**src/rtl/ama_riscv_hazard_sequencer.sv**
```systemverilog
// ama_riscv_hazard_sequencer
//   Central hazard/stall sequencer for the 5-stage core. It does three jobs:
//   - inserts one bubble for load-use hazards that EX->ID forwarding cannot cover;
//   - freezes the whole pipe while a load in MEM waits for slow data memory;
//   - holds the IF-ID flush for several cycles after a taken branch or jump,
//     so that the instruction memory latency drains.
//   It also keeps saturating performance counters.
//
// Ports
//   clk, rst_n                 core clock; asynchronous active-low reset
//   rs1_id/rs2_id, *_used_id   source registers of the instruction in ID
//   rd_ex, reg_we_ex, load_ex  destination/type of the instruction in EX
//   load_mem, dmem_ready       load in MEM waiting for data / data valid
//   redirect_ex                taken branch/jump resolved in EX
//   stall_if/id/ex/mem         hold PC, IF-ID, ID-EX, EX-MEM registers
//   bubble_ex, bubble_wb       load NOP into ID-EX / MEM-WB
//   flush_if, flush_id         squash IF-ID / ID-EX content
//   mem_timeout                sticky: memory wait exceeded MEM_TIMEOUT cycles
//   hz_state                   0 RUN, 1 MEM_WAIT, 2 FLUSH
//   stall_cnt, flush_cnt       stall_if cycles / accepted redirects (saturating)

module ama_riscv_hazard_sequencer #(
    parameter int RF_AW       = 5,
    parameter int FLUSH_CYC   = 2,
    parameter int MEM_TIMEOUT = 64,
    parameter int CNT_W       = 32
) (
    input  logic             clk,
    input  logic             rst_n,
    input  logic [RF_AW-1:0] rs1_id,
    input  logic [RF_AW-1:0] rs2_id,
    input  logic             rs1_used_id,
    input  logic             rs2_used_id,
    input  logic [RF_AW-1:0] rd_ex,
    input  logic             reg_we_ex,
    input  logic             load_ex,
    input  logic             load_mem,
    input  logic             dmem_ready,
    input  logic             redirect_ex,
    output logic             stall_if,
    output logic             stall_id,
    output logic             stall_ex,
    output logic             stall_mem,
    output logic             bubble_ex,
    output logic             bubble_wb,
    output logic             flush_if,
    output logic             flush_id,
    output logic             mem_timeout,
    output logic [1:0]       hz_state,
    output logic [CNT_W-1:0] stall_cnt,
    output logic [CNT_W-1:0] flush_cnt
);

    typedef enum logic [1:0] {
        ST_RUN      = 2'd0,
        ST_MEM_WAIT = 2'd1,
        ST_FLUSH    = 2'd2
    } hz_state_e;

    localparam int FW = (FLUSH_CYC > 1) ? $clog2(FLUSH_CYC) : 1;
    localparam int WW = $clog2(MEM_TIMEOUT + 1);
    localparam logic [FW-1:0] FLUSH_LOAD = FW'(FLUSH_CYC - 1);
    localparam logic [WW-1:0] WAIT_MAX   = WW'(MEM_TIMEOUT);

    hz_state_e        state_q,       state_d;
    logic [FW-1:0]    flush_rem_q,   flush_rem_d;   // flush cycles still owed
    logic [WW-1:0]    wait_cnt_q,    wait_cnt_d;
    logic             mem_timeout_q, mem_timeout_d;
    logic [CNT_W-1:0] stall_cnt_q,   stall_cnt_d;
    logic [CNT_W-1:0] flush_cnt_q,   flush_cnt_d;

    logic      memstall;
    logic      load_use;
    hz_state_e eval_state;

    // Ungated control decisions; gated with rst_n at the ports.
    logic stall_if_c, stall_id_c, stall_ex_c, stall_mem_c;
    logic bubble_ex_c, bubble_wb_c, flush_if_c, flush_id_c;

    assign memstall = load_mem & ~dmem_ready;

    assign load_use = load_ex & reg_we_ex & (rd_ex != '0) &
                      ((rs1_used_id & (rs1_id == rd_ex)) |
                       (rs2_used_id & (rs2_id == rd_ex)));

    // When the memory wait releases, the pipe advances in that same cycle, so
    // the cycle is judged as the state being resumed (FLUSH if flush cycles are
    // still owed, else RUN). This keeps a redirect held in EX from being lost.
    always_comb begin
        eval_state = state_q;
        if (state_q == ST_MEM_WAIT) begin
            eval_state = (flush_rem_q != '0) ? ST_FLUSH : ST_RUN;
        end
    end

    // ---------------- state register ----------------
    // NOTE: sequential state uses non-blocking assignments so every flop
    // samples the values from before this edge, regardless of statement order.
    always_ff @(posedge clk or negedge rst_n) begin
        if (!rst_n) begin
            state_q       <= ST_RUN;
            flush_rem_q   <= '0;
            wait_cnt_q    <= '0;
            mem_timeout_q <= 1'b0;
            stall_cnt_q   <= '0;
            flush_cnt_q   <= '0;
        end else begin
            state_q       <= state_d;
            flush_rem_q   <= flush_rem_d;
            wait_cnt_q    <= wait_cnt_d;
            mem_timeout_q <= mem_timeout_d;
            stall_cnt_q   <= stall_cnt_d;
            flush_cnt_q   <= flush_cnt_d;
        end
    end

    // ---------------- next state ----------------
    // NOTE: every signal gets a default at the top of the block, so no path
    // leaves one unassigned and no latch can be inferred.
    always_comb begin
        state_d       = state_q;
        flush_rem_d   = flush_rem_q;
        wait_cnt_d    = wait_cnt_q;
        mem_timeout_d = mem_timeout_q;
        flush_cnt_d   = flush_cnt_q;

        if (memstall) begin
            // Remaining flush count is kept so FLUSH resumes after the wait.
            state_d = ST_MEM_WAIT;
            if (wait_cnt_q != WAIT_MAX) begin
                wait_cnt_d = wait_cnt_q + WW'(1);
            end
            if (wait_cnt_d == WAIT_MAX) begin
                mem_timeout_d = 1'b1;
            end
        end else begin
            wait_cnt_d = '0;
            if (redirect_ex) begin
                flush_rem_d = FLUSH_LOAD;
                state_d     = (FLUSH_CYC > 1) ? ST_FLUSH : ST_RUN;
                if (flush_cnt_q != '1) begin
                    flush_cnt_d = flush_cnt_q + CNT_W'(1);
                end
            end else if (eval_state == ST_FLUSH) begin
                flush_rem_d = flush_rem_q - FW'(1);
                state_d     = (flush_rem_q == FW'(1)) ? ST_RUN : ST_FLUSH;
            end else begin
                state_d = ST_RUN;
            end
        end

        stall_cnt_d = stall_cnt_q;
        if (stall_if_c && (stall_cnt_q != '1)) begin
            stall_cnt_d = stall_cnt_q + CNT_W'(1);
        end
    end

    // ---------------- outputs (Mealy) ----------------
    always_comb begin
        stall_if_c  = 1'b0;
        stall_id_c  = 1'b0;
        stall_ex_c  = 1'b0;
        stall_mem_c = 1'b0;
        bubble_ex_c = 1'b0;
        bubble_wb_c = 1'b0;
        flush_if_c  = 1'b0;
        flush_id_c  = 1'b0;

        if (memstall) begin
            // Whole pipe frozen; MEM-WB gets a NOP so WB does not repeat.
            stall_if_c  = 1'b1;
            stall_id_c  = 1'b1;
            stall_ex_c  = 1'b1;
            stall_mem_c = 1'b1;
            bubble_wb_c = 1'b1;
        end else if (redirect_ex) begin
            flush_if_c = 1'b1;
            flush_id_c = 1'b1;
        end else if (eval_state == ST_FLUSH) begin
            // ID holds a squashed op here, so load-use is not looked at.
            flush_if_c = 1'b1;
        end else if (load_use) begin
            // One bubble suffices: next cycle the load is in MEM and
            // MEM->EX forwarding supplies the data.
            stall_if_c  = 1'b1;
            stall_id_c  = 1'b1;
            bubble_ex_c = 1'b1;
        end
    end

    // Reset forces every control output low immediately, mid-cycle included.
    assign stall_if  = stall_if_c  & rst_n;
    assign stall_id  = stall_id_c  & rst_n;
    assign stall_ex  = stall_ex_c  & rst_n;
    assign stall_mem = stall_mem_c & rst_n;
    assign bubble_ex = bubble_ex_c & rst_n;
    assign bubble_wb = bubble_wb_c & rst_n;
    assign flush_if  = flush_if_c  & rst_n;
    assign flush_id  = flush_id_c  & rst_n;

    assign mem_timeout = mem_timeout_q;
    assign hz_state    = state_q;
    assign stall_cnt   = stall_cnt_q;
    assign flush_cnt   = flush_cnt_q;

endmodule

```
**config.mk**
```make
export PLATFORM = sky130hd
export DESIGN_NAME = ama_riscv_hazard_sequencer
export DESIGN_NICKNAME = d
export VERILOG_FILES = /design/src/rtl/ama_riscv_hazard_sequencer.sv
export SDC_FILE = /design/constraint.sdc
export NUM_CORES = 1
export LEC_CHECK = 0
export CELL_PAD_IN_SITES_DETAIL_PLACEMENT = 1
export CELL_PAD_IN_SITES_GLOBAL_PLACEMENT = 2
export CORE_UTILIZATION = 30
export DETAILED_ROUTE_END_ITERATION = 6
export PLACE_DENSITY_LB_ADDON = 0.12
export SETUP_SLACK_MARGIN = 0.5
export SYNTH_ARGS = -nofsm -noshare
export SYNTH_HDL_FRONTEND = slang
export SYNTH_SLANG_ARGS = --single-unit
```
**constraint.sdc**
```tcl
create_clock -name clk -period 2.4 [get_ports clk]
set_input_delay 0.6 -clock clk [delete_from_list [all_inputs] [get_ports clk]]
set_output_delay 0.6 -clock clk [all_outputs]
set_load 0.02 [all_outputs]
```
# After elaboration in Yosys (flattened, before gate mapping)
# Cells that the tools add are included.
# totals
inputBits	24
wordCells	60
ff_bits	75
out_inout_bits	75
# op_classes
add_sub_neg	4
n_reduce_logical	6
eq_ne	8
n_mux	22
n_bitwise	14
# ops
cell	count
32-bit by 1-bit adder with 32-bit output, second input constant	2
32-bit != test, second input constant	2
7-bit 2-to-1 mux	3
1-bit 2-to-1 mux	13
2-bit 2-to-1 mux	6
1-bit AND	11
5-bit equality test	2
7-bit by 1-bit adder with 7-bit output, second input constant	1
7-bit equality test, second input constant	1
7-bit != test, second input constant	1
5-bit nonzero test	1
2-bit AND reduction	2
3-bit AND reduction	1
2-bit by 1-bit equality test with 1-bit output, second input constant	1
2-bit equality test, second input constant	1
1-bit NOT	2
2-bit nonzero test	1
1-bit logical AND	1
1-bit OR	1
1-bit subtractor, second input constant	1

# Logic depth before layout (Yosys ltp)
# Gate-level depths: netlist of run 1.
# logic_depth
depth_word	9
depth_mapped	9

# Worst setup path after synthesis of run 1
# Ideal clock, no wire load.
# synth_path
path_kind	flip-flop to output port
start	register state_q[0], in the netlist hz_state[0]
end	output stall_if
arrival_time_ps	1711
path_stages_with_launch	7
setup_slack_ps	89
required_time_ps	1800
n_path_buf	1
path_cell_list	dfrtp_1 -> and3b_1 -> nor3_2 -> and4_1 -> a21oi_1 -> nor2b_1 -> buf_4
# synth_between
elab_chain_len	7
# synth_lines
item	line	text
start: declaration	65	hz_state_e state_q, state_d;
start signal: assignment	108	state_q <= state_d;
2-bit by 1-bit equality test with 1-bit output	91	if (state_q == ST_MEM_WAIT) begin
2-bit 2-to-1 mux (*)	91	
2-bit equality test (*)	179	end else if (eval_state == ST_FLUSH) begin
1-bit 2-to-1 mux (*) (3 in series)	n/a	
1-bit AND (*)	n/a	
end: declaration	40	output logic stall_if,
# Mark *: on every way between the ends. The rest lies on a longest branch, timed or not.

# Final worst setup path of run 1
# layout_path
start	input rd_ex[4]
end	output stall_if
# layout_between
elab_chain_len	9
# layout_lines
item	line	text
start: declaration	34	input logic [RF_AW-1:0] rd_ex,
5-bit equality test, on equally long branches	83, 84	
1-bit AND, on equally long branches	83, 84	
1-bit OR	83	((rs1_used_id & (rs1_id == rd_ex)) |
1-bit AND (*)	82	assign load_use = load_ex & reg_we_ex & (rd_ex != '0) &
1-bit 2-to-1 mux (*)	182	end else if (load_use) begin
1-bit 2-to-1 mux (*)	179	
1-bit 2-to-1 mux (*)	176	end else if (redirect_ex) begin
1-bit 2-to-1 mux (*)	169	if (memstall) begin
1-bit AND (*)	192	assign stall_if = stall_if_c & rst_n;
# Marks and branches as above.

==> qor.csv, run 1 <==
metric;value;unit
syn_area_per_cell;10.5;um^2
die extent in x;114;um
Layout area overhead;63.9;%
Core Util, Final;50.7;%
Yosys Warn Count;0;
drt via density;4.71;
GR peak layer;met2;
ys flop type;dfrtp_1;
first-pass GRT wire length;16.8;mm
crit path cell chain;clkdlybuf4s15_1, xnor2_2, nand4_1, o22ai_2, a21oi_2, nor2b_4, buf_6;
Seq/Total Area, Yosys;50.3;%
final setup fails;0;
Synth Register Bits;75;
Synth Instances;355;
antenna viol nets, final;0;
Routed WL;10.7;mm
vias post-DR;3233;
row count;40;
CTS Sinks;75;
RSZ-0062 raised after global routing;true;
Final min period;2.37;ns
DRC;0;
first-pass detailed-route iteration total;4;
Post-DP Area;5220;um^2
die area;12900;um^2
Hold WC Path Type;in -> async;
post-synthesis cell area;3730;um^2
Max Slew Vio Count;0;
Synth cell types;38;
Tcrit/Tclk final;98.9;%
Syn Nets;383;
number of synthesized flops with an enable pin;0;
crit start category;primary input;
run status;finished clean;
CTS max path bufs;2;
slowest CP cell;clkdlybuf4s15_1;
cts-stage hold buffer count;0;
Final Cell Area;6110;um^2
Slew headroom;64.5;%
# fillers;1307;
critical path type;in -> out;
vias in the first global route;3240;
Root Buffer;clkbuf_16;
CTS tree;yes;
Pleak;0.00301;uW
initial DRC count;80;
slowest stage delay, CP;0.25;ns
Overflow after GRT;0;
I/O pins;99;
maximum number of pins on one net before global-route repair;41;
met3 usage;3.51;%
f_max;421;MHz
PortBufs;98;
kind of end point of the critical path;output port;
FFs w/ async S/R, synth;100;%
Clock Latency Late Sink;0.34;ns
max_cap viols;0;
RD Place Congestion;0.749;
worst-path fanout max;3;
PwrDens;610;nW/um^2
nets@finish;541;
Max VDD drop;0.460;mV
ANT cells;0;
Hold Violations, Final;0;
die height;114;um
Worst Path Required;1.80;ns
Slew @ Worst Pin;0.532;ns
met2 Use GR;27.6;%
Num CTS Buffers;9;
wire length per cell;15.6;um
Initial Util;30.9;%
H-tree depth;3;
met1 usage;21.8;%
Critical Path AT;1.77;ns
post-route setup TNS;0;ns
clk_skew;0.00414;ns
initial antenna violation count;0;
GRT Overall Usage;16.8;%
hpwl dp;7.11;mm
Worst-path clk slew;0.06;ns
CORE AREA;12100;um^2
share of post-route cells with drive strength above 1;38.8;%
## layer usage
metal	part of all wire [%]	up-vias
met3	3.0	13
met4	1.5	0
met1	45	1621
met2	50	58
met5	0	-
li1	-	1541
## synth_stat cells, types with 3 or more instances
| cell | n | area share [%] |
|---|---|---|
| nand3_1 | 25 | 3.4 |
| and3_1 | 19 | 3.2 |
| xnor2_1 | 55 | 13 |
| and4_1 | 5 | 1.2 |
| nor2_1 | 26 | 2.6 |
| buf_2 | 3 | 0.40 |
| nor3_2 | 5 | 1.3 |
| and2_1 | 4 | 0.67 |
| nor2b_1 | 3 | 0.50 |
| inv_1 | 7 | 0.70 |
| xor2_1 | 23 | 5.4 |
| dfrtp_1 | 75 | 50 |
| nand2_1 | 32 | 3.2 |
| nor3_1 | 7 | 0.94 |
| nand4_1 | 26 | 4.4 |
| ha_1 | 4 | 1.3 |
| buf_4 | 4 | 0.81 |
| a21oi_1 | 5 | 0.67 |
## where the power goes
group / switching (uW) / internal, uW / leakage [uW]
logic: 386 / 374 / 0.00189
clock network: 566 / 909 / 0.000156
registers: 117 / 1380 / 0.000967
## path summary, 6_finish.rpt
path,start,end,slack (ns),cells after the start
min in group clk,stall_cnt[23],stall_cnt[23],0.48,1
hold / removal,rst_n,flush_cnt[12],0.1,1
setup / recovery,rd_ex[4],stall_if,0.03,7
max in group asynchronous,rst_n,stall_cnt[20],1.51,2
setup reg to reg,flush_rem_q,stall_cnt[18],0.20,9
hold reg to reg,stall_cnt[23],stall_cnt[23],0.48,1
## through the flow
step                power (uW)  std cells  hold slack (ns)  setup slack, ns
global route              3890        686           0.0972          -0.0465
global placement          2180        632            0.455           -0.655
floorplan                 1830        355            0.304            0.368
finish                    3730        686           0.0986           0.0265
detailed placement        2200        632            0.457           -0.702
CTS                       3620        656           0.0915          0.00876
## flip-flops by register name, summed over array words and instances (netlist names)
signal / flops
flush_rem_q: 1
hz_state: 2
flush_cnt: 32
mem_timeout: 1
wait_cnt_q: 7
stall_cnt: 32
## layout make-up
class                      instances  area, um^2  area share (%)
multi-input combinational        262        2210            36.1
sequential                        75        1910            31.3
timing repair buffer             158        1440            23.5
clock buffer                       9         225            3.68
tap                              168         210            3.44
clock inverter                     7        91.3            1.49
inverter                           7        28.8           0.471
## placed cells by master (no fill, tap or decap), types with 4 or more instances in the layout
cell type        instances
nand2_4                  4
and3_4                   9
nand2_2                  6
nor3_1                   6
nand2_1                 23
nor2_1                  14
buf_4                   51
nor2_4                   8
dfrtp_2                 30
nor2_2                   4
xor2_1                  23
clkbuf_16                9
nand4_1                 26
nor3_4                   5
xnor2_1                 43
clkdlybuf4s50_1          4
a21oi_1                  4
dfrtp_1                 45
inv_1                    6
buf_6                   12
dlygate4sd2_1           78
nand3_1                 19
nand3_4                  5
xnor2_2                 12
and3_1                   9
## logic make-up after synthesis
group,count (synthesis),share of synthesized area (%)
simple gates,164,24.0
xor+xnor,78,18.3
buf+inv,18,2.72
mux,2,0.570
flops,75,50.3
fa+ha+maj,4,1.34
compound gates,14,2.72
## worst max-delay path: cells and delay by family
kind,cells,cell delay [ns]
buffers and inverters,2,0.38
AOI/OAI and AO/OA,2,0.35
xor gates and xnor gates,1,0.18
and+or+nand+nor,2,0.26
## what timing repair did
item,CTS,global route
resized for setup,168,60
gates cloned,3,0
setup buffers,5,30
endpoints found under the setup margin,132,63
pin swaps,24,30
(Power assumes the default switching activity.)
==> run 2, diff against run 1 <==
--- a/config.mk
+++ b/config.mk
@@ -5,6 +5,7 @@
 export SDC_FILE = /design/constraint.sdc
 export NUM_CORES = 1
 export LEC_CHECK = 0
+export CAP_MARGIN = 20
 export CELL_PAD_IN_SITES_DETAIL_PLACEMENT = 1
 export CELL_PAD_IN_SITES_GLOBAL_PLACEMENT = 2
 export CORE_UTILIZATION = 30
==> results of run 2 <==
No change in the layout: final DEF, timing and power equal those of run 1.
==> run 3, diff against run 2 <==
--- a/config.mk
+++ b/config.mk
@@ -8,7 +8,7 @@
 export CAP_MARGIN = 20
 export CELL_PAD_IN_SITES_DETAIL_PLACEMENT = 1
 export CELL_PAD_IN_SITES_GLOBAL_PLACEMENT = 2
-export CORE_UTILIZATION = 30
+export CORE_UTILIZATION = 27
 export DETAILED_ROUTE_END_ITERATION = 6
 export PLACE_DENSITY_LB_ADDON = 0.12
 export SETUP_SLACK_MARGIN = 0.5
==> constraint.sdc (replaced) <==
create_clock -name clk -period 1.9 [get_ports clk]
set_input_delay 0.475 -clock clk [delete_from_list [all_inputs] [get_ports clk]]
set_output_delay 0.475 -clock clk [all_outputs]
set_load 0.02 [all_outputs]
==> run 3 against run 2 <==
The flow now finishes with violations (setup timing). Routed wire length rose by 32%. Cell area rose by 26%. Cell count rose by 20%. Die area rose by 11%. Global-route usage rose by 1.8 points. Critical endpoint is now stall_id. Largest cell class is now buffers.
==> qor.csv, run 3 (synthesis gave the netlist of run 1 again) <==
metric;value;unit;change
reg2reg start;hz_state[0];;
Placed Cells;704;;+11%
Setup WS pre-CTS;-1.10;ns;-0.397 ns
Num CTS Buffers;9;;unchanged
Clock Power Share;35.1;%;-4.4 points
clk_skew;0.00655;ns;+0.00241 ns
sw power;1530;uW;+43%
Top Layer Used;met5;;
Critical R2R Capture;stall_cnt[18];;
crit start category;register;;
cts-stage hold buffer count;0;;unchanged
I/O pins;99;;unchanged
RSZ-0062 raised after global routing;true;;
internal cell power;3930;uW;+48%
Final min period;2.23;ns;
Initial Util;27.9;%;-3.0 points
Met3 Wirelength;444;um;+36%
CORE AREA;13300;um^2;+11%
ANT cells;0;;unchanged
Hold Violations, Final;0;;unchanged
met2 wire length;7.35;mm;+37%
Core Util, Final;57.9;%;+7.2 points
CTS tree;yes;;
first-pass detailed-route iteration total;4;;unchanged
share of post-route cells with drive strength above 1;66.3;%;+28 points
failing checks;setup timing;;
initial antenna violation count;1;;+1
final hold slack;0.167;ns;+0.0685 ns
drt via density;4.65;;-1.4%
slowest stage delay, CP;0.40;ns;+0.15 ns
die extent in x;120;um;+5.3%
row count;42;;+5.0%
worst-path fanout max;2;;-1
power share of the sequential group;34.0;%;-6.1 points
Clock Latency Late Sink;0.34;ns;about the same
Routed WL;14.1;mm;+32%
Hold WC Path Type;in -> async;;
hpwl dp;8.52;mm;+20%
crit path cell chain;and3b_2, nor3_4, and4_4, a21oi_4, nor2b_4, buf_4;;
Worst-path clk slew;0.06;ns;about the same
Net Sw Frac;28.0;%;-0.60 points
Worst Path Required;1.42;ns;-0.38 ns
R2R depth;9;;unchanged
maximum number of pins on one net before global-route repair;34;;-17%
final non-filler cell total;823;;+20%
Slew headroom;69.8;%;+5.2 points
run status;complete, but fails checks;;
Pleak;0.00373;uW;+24%
H-tree depth;3;;unchanged
wire length per cell;17.1;um;+9.7%
Max Slew Vio Count;0;;unchanged
Critical Path AT;1.75;ns;-0.02 ns
first-pass GRT wire length;20.6;mm;+22%
CTS Sinks;75;;unchanged
combinational cell fraction of total power;30.8;%;+10 points
die height;120;um;+5.3%
Reg2Reg Setup Slack;-0.29;ns;-0.49 ns
Root Buffer;clkbuf_16;;
RD Place Congestion;0.801;;+6.9%
Overflow after GRT;0;;unchanged
antenna viol nets, final;0;;unchanged
CTS max path bufs;2;;unchanged
commonest non-fill, non-tap cell in the layout;buf_6;;
PwrDens;706;nW/um^2;+16%
PortBufs;98;;unchanged
vias in the first global route;3989;;+23%
final setup fails;34;;+34
most frequent cells in the layout;buf_6 (160), buf_4 (98), xnor2_1 (41);;
die area;14300;um^2;+11%
Layout area overhead;107;%;
Slew @ Worst Pin;0.454;ns;-0.0787 ns
Max VDD drop;0.640;mV;+39%
f_max;449;MHz;
nets@finish;670;;+24%
vias post-DR;3826;;+18%
kind of end point of the critical path;output port;;
Final WS setup;-0.328;ns;-0.355 ns
total power;5460;uW;+46%
slowest CP cell;dfrtp_2;;
GRT Overall Usage;18.6;%;+1.8 points
DRC;0;;unchanged
max_cap viols;0;;unchanged
Met1 Wirelength;6.02;mm;+24%
Tcrit/Tclk final;117;%;
critical path type;reg -> out;;
initial DRC count;126;;+57%
[run 3: final cells by class]
class / count / area, um^2
clock buffers: 11 / 253
fillers: 1401 / 5620
clock inverters: 5 / 75.1
repair buffers: 287 / 2800
multi-input cells: 262 / 2430
well taps: 176 / 220
flip-flops and latches: 75 / 1920
inverters: 7 / 31.3
[run 3: power groups by stage]
| stage | logic [uW] | registers [uW] | clock network, uW |
|---|---|---|---|
| floorplan | 266 | 2060 | 0 |
| global placement | 1130 | 1840 | 0 |
| detailed placement | 1140 | 1850 | 0 |
| CTS | 1370 | 1850 | 1960 |
| global route | 1790 | 1870 | 2010 |
| finish | 1680 | 1860 | 1920 |
[run 3: worst max path at each step]
stage | from | end | slack (ns) | cells after the start
floorplan | stall_cnt[21] | stall_cnt[12] | -0.05 | 9
global placement | rd_ex[3] | bubble_ex | -1.09 | 8
finish | hz_state[0] | stall_id | -0.33 | 6
global route | hz_state[0] | stall_if | -0.41 | 6
CTS | flush_rem_q | bubble_ex | -0.39 | 6
detailed placement | rd_ex[3] | bubble_ex | -1.10 | 8
[run 3: worst max-delay path, delay by kind of cell, from the launching register on]
kind / cells / cell delay (ns)
buffers and inverters: 1 / 0.15
flip-flops: 1 / 0.40
AO/OA/AOI/OAI: 1 / 0.07
AND/OR/NAND/NOR: 4 / 0.78
[run 3: repair_timing]
action | CTS | global route
buffers inserted | 42 | 59
gates cloned | 2 | 0
resized for setup | 591 | 76
setup endpoints to repair | 142 | 139
pin swaps | 60 | 54
[run 3: stage by stage]
stage,cell area (um^2),setup TNS [ns]
final,7730,-4.21
after global placement,5720,-36.27
after CTS,6940,-6.02
after global routing,7730,-8.08
after floorplan,3970,-0.325
after detailed placement,5720,-37.34
[run 3: metal layers]
layer | vias to the layer above | global-route usage (%)
li1 | 1799 | -
met1 | 1923 | 23.5
met2 | 83 | 31.5
met3 | 19 | 3.18
met4 | 2 | 7.27
met5 | - | 0
